$ cat src/rtl/mc_scoreboard.sv
// mc_scoreboard: issue-stage hazard control for multi-cycle units (divider, FPU).
// Tracks outstanding multi-cycle writes per register and owns a one-entry
// completion buffer that shares the register-file write port with writeback.
module mc_scoreboard #(
   parameter int unsigned FLOAT      = 0,
   parameter int unsigned MAX_PEND   = 4,
   parameter int unsigned STARVE_LIM = 8
) (
   input  logic       clk,
   input  logic       rst,
   input  logic       id_valid,
   input  logic [4:0] rs1id,
   input  logic [4:0] rs2id,
   input  logic [4:0] rdid,
   input  logic [1:0] float_read,
   input  logic       float_write,
   input  logic       id_wb,
   input  logic       id_mc,
   input  logic [4:0] rdex,
   input  logic       memread_ex,
   input  logic       float_ex,
   input  logic       mc_busy,
   input  logic       mc_done,
   input  logic [4:0] mc_rd,
   input  logic       mc_float,
   input  logic       wb_pipe,
   output logic       stall,
   output logic       mc_issue,
   output logic       mc_ack,
   output logic       mc_wb_en,
   output logic [4:0] mc_wb_rd,
   output logic       mc_wb_float,
   output logic [5:0] pending_cnt
);

   localparam int unsigned     AGE_W   = (STARVE_LIM < 1) ? 1 : $clog2(STARVE_LIM + 1);
   localparam logic [AGE_W-1:0] AGE_LIM = AGE_W'(STARVE_LIM);
   localparam logic [5:0]       CNT_MAX = 6'(MAX_PEND);
   localparam logic             FP_EN   = (FLOAT != 0);

   logic [31:0]      pend_int_q, pend_int_d;
   logic [31:0]      pend_fp_q, pend_fp_d;
   logic             buf_v_q, buf_v_d;
   logic [4:0]       buf_rd_q, buf_rd_d;
   logic             buf_float_q, buf_float_d;
   logic [AGE_W-1:0] age_q, age_d;
   logic [5:0]       cnt_q, cnt_d;

   logic [1:0] fr;
   logic       fw, fex, mcf;
   logic       rs1_pend, rs2_pend, rd_pend, buf_pend;
   logic       raw, waw, lu_rs1, lu_rs2, loaduse, starve, struct_h;
   logic       do_set, do_clr;

   // Float selects collapse to the integer file when the float scoreboard is absent
   assign fr  = FP_EN ? float_read : 2'b00;
   assign fw  = FP_EN ? float_write : 1'b0;
   assign fex = FP_EN ? float_ex : 1'b0;
   assign mcf = FP_EN ? mc_float : 1'b0;

   // Lookups use registered state only; pend_int_q[0] is forced low so x0 never hazards
   assign rs1_pend = fr[1] ? pend_fp_q[rs1id] : pend_int_q[rs1id];
   assign rs2_pend = fr[0] ? pend_fp_q[rs2id] : pend_int_q[rs2id];
   assign rd_pend  = fw ? pend_fp_q[rdid] : pend_int_q[rdid];
   assign buf_pend = buf_float_q ? pend_fp_q[buf_rd_q] : pend_int_q[buf_rd_q];

   assign raw      = rs1_pend || rs2_pend;
   assign waw      = id_wb && rd_pend;
   assign lu_rs1   = (rdex == rs1id) && (fex == fr[1]) && (fex || (rdex != 5'd0));
   assign lu_rs2   = (rdex == rs2id) && (fex == fr[0]) && (fex || (rdex != 5'd0));
   assign loaduse  = memread_ex && (lu_rs1 || lu_rs2);
   assign starve   = buf_v_q && (age_q >= AGE_LIM);
   assign struct_h = id_mc && (mc_busy || (cnt_q >= CNT_MAX) || starve);

   assign stall    = id_valid && (raw || waw || loaduse || struct_h || starve);
   assign mc_issue = id_valid && id_mc && !stall;
   assign mc_wb_en = buf_v_q && !wb_pipe;
   assign mc_ack   = mc_done && (!buf_v_q || mc_wb_en);

   assign mc_wb_rd    = buf_rd_q;
   assign mc_wb_float = buf_float_q;
   assign pending_cnt = cnt_q;

   // A set only counts when the bit was clear, and a clear only when it was set,
   // so the counter always equals the population of both files.
   assign do_clr = mc_wb_en && buf_pend;
   assign do_set = mc_issue && (fw || (rdid != 5'd0)) && !rd_pend;

   // Next state for scoreboard, counter and completion buffer
   always_comb begin
      pend_int_d  = pend_int_q;
      pend_fp_d   = pend_fp_q;
      cnt_d       = cnt_q;
      buf_v_d     = buf_v_q;
      buf_rd_d    = buf_rd_q;
      buf_float_d = buf_float_q;
      age_d       = age_q;

      if (do_clr) begin
         if (buf_float_q) pend_fp_d[buf_rd_q] = 1'b0;
         else             pend_int_d[buf_rd_q] = 1'b0;
      end
      if (do_set) begin
         if (fw) pend_fp_d[rdid] = 1'b1;
         else    pend_int_d[rdid] = 1'b1;
      end
      case ({do_set, do_clr})
         2'b10:   cnt_d = cnt_q + 6'd1;
         2'b01:   cnt_d = cnt_q - 6'd1;
         default: cnt_d = cnt_q;
      endcase
      if (!FP_EN) pend_fp_d = '0;
      pend_int_d[0] = 1'b0;

      if (mc_ack) begin
         buf_v_d     = 1'b1;
         buf_rd_d    = mc_rd;
         buf_float_d = mcf;
         age_d       = '0;
      end else if (mc_wb_en) begin
         buf_v_d = 1'b0;
         age_d   = '0;
      end else if (buf_v_q && (age_q < AGE_LIM)) begin
         age_d = age_q + 1'b1;
      end
   end

   // State registers with synchronous reset
   always_ff @(posedge clk) begin
      if (rst) begin
         pend_int_q  <= '0;
         pend_fp_q   <= '0;
         cnt_q       <= '0;
         buf_v_q     <= 1'b0;
         buf_rd_q    <= '0;
         buf_float_q <= 1'b0;
         age_q       <= '0;
      end else begin
         pend_int_q  <= pend_int_d;
         pend_fp_q   <= pend_fp_d;
         cnt_q       <= cnt_d;
         buf_v_q     <= buf_v_d;
         buf_rd_q    <= buf_rd_d;
         buf_float_q <= buf_float_d;
         age_q       <= age_d;
      end
   end

endmodule
$ cat config.mk
export PLATFORM = sky130hd
export DESIGN_NAME = mc_scoreboard
export DESIGN_NICKNAME = d
export VERILOG_FILES = /design/src/rtl/mc_scoreboard.sv
export SDC_FILE = /design/constraint.sdc
export NUM_CORES = 1
export LEC_CHECK = 0
export ABC_AREA = 1
export CAP_MARGIN = 5
export CELL_PAD_IN_SITES_DETAIL_PLACEMENT = 0
export CELL_PAD_IN_SITES_GLOBAL_PLACEMENT = 1
export CORE_UTILIZATION = 38
export DETAILED_ROUTE_END_ITERATION = 6
export PLACE_DENSITY_LB_ADDON = 0.1
export SLEW_MARGIN = 10
export SYNTH_ARGS = -nofsm -noshare
export SYNTH_HDL_FRONTEND = slang
export SYNTH_SLANG_ARGS = --single-unit
$ cat constraint.sdc
create_clock -name clk -period 4.3 [get_ports clk]
set_clock_uncertainty 0.2 [all_clocks]
set_input_delay 0.86 -clock clk [delete_from_list [all_inputs] [get_ports clk]]
set_output_delay 0.86 -clock clk [all_outputs]
set_load 0.1 [all_outputs]
==> impl_metrics.py <==
metrics = {
    "synth": {
        "ys.flop_type": "dfxtp_1",
        "yosys_warnings": 0,
        "synthesis.area_mm2": 0.00402,
        "syn-num-nets": 755,
        "synth_edf_count": 0,
        "yosys.cell_types.count": 37,
        "ys_seq_area_share_pct": 23.4,
        "synth-xor-area-share_pct": 2.40,
        "synth_area_leaders": "dfxtp_1, nand2_1, nand3_1",
        "yosys.area_share.adder_pct": 2.68,
        "synth_seq_cells": 47,
        "synth_most_common_cell": "nand2_1",
        "synth_mux_area_share_pct": 0,
        "async_flop_share_pct": 0,
        "avgSynthCellArea_um2": 5.68,
        "synth_compound_area_share_pct": 12.5,
        "synth_top_family_by_area": "simple AND/OR/NAND/NOR gates",
        "synth.top_cell.area_share_pct": 23.4,
        "netlist_instances": 708,
        "synthSimpleGateAreaFrac_pct": 44.8,
        "yosys.area.top_type": "dfxtp_1",
        "ys_top_cells_by_count": "nand2_1, inv_1, nor2_1",
    },
    "floorplan": {
        "die_area_mm2": 0.0110,
        "die_h_um": 105,
        "num_io_pins": 55,
        "floorplan.initialDensity_pct": 39.1,
        "die_x_um": 105,
        "core_mm2": 0.0103,
        "num_rows": 37,
    },
    "detailed_routing": {
        "vias_per_cell": 5.35,
        "wire_per_inst_um": 15.8,
        "drt_iter0_markers": 411,
        "final_antenna_net_count": 0,
        "detail_route.first_pass.iterations": 5,
        "vias": 4815,
        "post-route-drc-count": 0,
        "routed_wl_um": 14200,
    },
    "setup_path": {
        "crit_end": "mc_issue",
        "worst_setup_path_end_kind": "primary output",
        "r2r_slack_ns": 0.59,
        "cp_max_fo": 32,
        "cp-startpoint": "rs2id[1]",
        "start_kind": "input port",
        "r2r_cells": 18,
        "reg2reg_to": "pending_cnt[5]$_SDFFE_PP0P_",
        "path_class": "input port to primary output",
        "cp_data_arrival_time_ns": 3.13,
        "worstPathRequired_ns": 3.24,
        "crit-reg2reg-launch": "mc_wb_rd[1]$_SDFFE_PP0P_",
    },
    "job": {
        "drv_cap": 0,
    },
    "global_routing": {
        "grt_pass1_vias": 4536,
        "grt_max_degree": 45,
        "grt_pass1_wl_um": 22700,
        "track_usage_pct": 25.9,
        "grt_antenna_before_repair": 0,
        "grt-ovfl-total": 0,
    },
    "placed_design": {
        "pre_cts_ws_ns": -0.364,
        "io_buffers": 48,
        "gp_congestion": 0.881,
        "hpwl_um": 10400,
    },
    "pwr": {
        "pwr_density_cell_mw_per_mm2": 244,
        "power_leakage_nw": 2.14,
        "ir_drop_uv": 193,
        "power_mw": 1.21,
    },
    "cells_and_area": {
        "antenna_cells": 0,
        "drive_gt1_share_pct": 8.38,
        "fin_nets": 810,
        "syn_to_final_growth_pct": 23.5,
    },
    "clocking": {
        "clk_pin_slew_worst_paths_ns": 0.10,
        "hold_buffers": 0,
        "cts_buffer_depth": 2,
        "insertion_delay_ns": 0.32,
        "cts-htree-levels": 2,
        "cts_tree": "built",
        "postCtsSetupRepairBufs": 0,
        "clock_sinks": 47,
        "numCtsBuffers": 5,
        "root_buffer": "clkbuf_8",
    },
    "min_path": {
        "hold_path.class": "flop to flop",
        "hp-start": "age_q[2]$_SDFFE_PP0P_",
    },
    "sta": {
        "hold_viol": 0,
        "tightest_slew_ns": 1.00,
        "relSlewSlack_pct": 33.1,
        "min_period_over_period_pct": 97.5,
        "setup_ws_ns": 0.109,
        "timing.fmax_ghz": 0.239,
        "rsz0062_at_grt": "yes",
        "fin_tns_setup_ns": 0,
        "timing.final.crit_period_ns": 4.19,
        "slew_viol_final": 0,
        "setup_violations": 0,
    },
    "outcome": {
        "outcome": "complete, no violations",
    },
}
==> what timing repair did <==
action | 4_1_cts | 5_1_grt
endpoints found under the hold margin | 0 | 0
setup endpoints to repair | 2 | 4
gates cloned | 0 | 0
gates resized for setup | 1 | 14
pin swaps | 0 | 1
==> metrics by stage <==
stage               utilization, %  std cells  hold WS (ns)  cell area, um^2
finish                        48.3        900         0.278             4960
global placement              46.5        892         0.254             4780
detailed placement            46.5        892         0.267             4780
CTS                           47.8        900         0.282             4910
global route                  48.3        900         0.304             4960
floorplan                        -        708         0.242             4020
==> per-layer routing <==
layer	wire length (um)	up-vias	GRT usage, %	share of wire [%]
met2	6520	164	42.3	46
li1	-	2394	-	-
met4	324	0	8.85	2.3
met1	6470	2229	34.9	46
met5	0	-	0	0
met3	889	28	3.37	6.3
==> final cells by class <==
cell class / count / area [um^2]
clock inverters: 3 / 71.3
well taps: 136 / 170
inverters: 93 / 358
flip-flops and latches: 47 / 941
repair buffers: 85 / 812
clock buffers: 5 / 68.8
multi-input cells: 531 / 2540
fillers: 1149 / 5310
==> cells in the final DEF, fill, tap and decap left out, drive strengths merged, types with 5 or more instances in the layout <==
cell type,Yosys,routed
clkdlybuf4s50,0,40
dfxtp,47,47
nand3,69,69
o21ai,15,15
xor2,7,7
ha,7,7
nor3,18,18
inv,92,92
clkbuf,14,5
buf,23,41
nand2,229,229
o22ai,14,14
nor2,71,71
o211ai,7,7
a21oi,44,44
nand4,33,33
==> flip-flops by register name (all words and copies together), names as in the netlist <==
signal / count
pend_int_q: 31
buf_v_q: 1
mc_wb_rd: 5
pending_cnt: 6
age_q: 4
==> critical path, cell delays in order <==
cell and delay, ns:
clkdlybuf4s50_1 0.53, clkinvlp_4 0.26, o211ai_1 0.18, nand3_1 0.10
nand3_1 0.09, nand2_1 0.06, nand2_1 0.07, nand3_2 0.10
nor3_4 0.32, buf_6 0.32, buf_12 0.22
==> logic make-up (layout without fill, tap and decap cells) <==
kind of cell / Yosys count / in the layout
xor gates and xnor gates: 11 / 11
buffers and inverters: 130 / 186
AOI/OAI and AO/OA: 89 / 89
DFF: 47 / 47
other: 1 / 1
and+or+nand+nor: 422 / 422
adders and majority gates: 8 / 8
==> how the worst min path moves through the flow <==
stage                                 end  cells after the start
floorplan           age_q[2]$_SDFFE_PP0P_                      2
global placement    age_q[2]$_SDFFE_PP0P_                      2
detailed placement  age_q[2]$_SDFFE_PP0P_                      2
CTS                 age_q[2]$_SDFFE_PP0P_                      2
global route        age_q[2]$_SDFFE_PP0P_                      2
finish              age_q[2]$_SDFFE_PP0P_                      2
==> where the power goes <==
| group | internal (mW) | switching [mW] | leakage (nW) | total (mW) |
|---|---|---|---|---|
| Combinational | 0.111 | 0.224 | 1.69 | 0.335 |
| Sequential | 0.444 | 0.0103 | 0.380 | 0.454 |
| Clock | 0.236 | 0.187 | 0.0703 | 0.423 |
No activity file was read; power rests on OpenSTA's default activity.
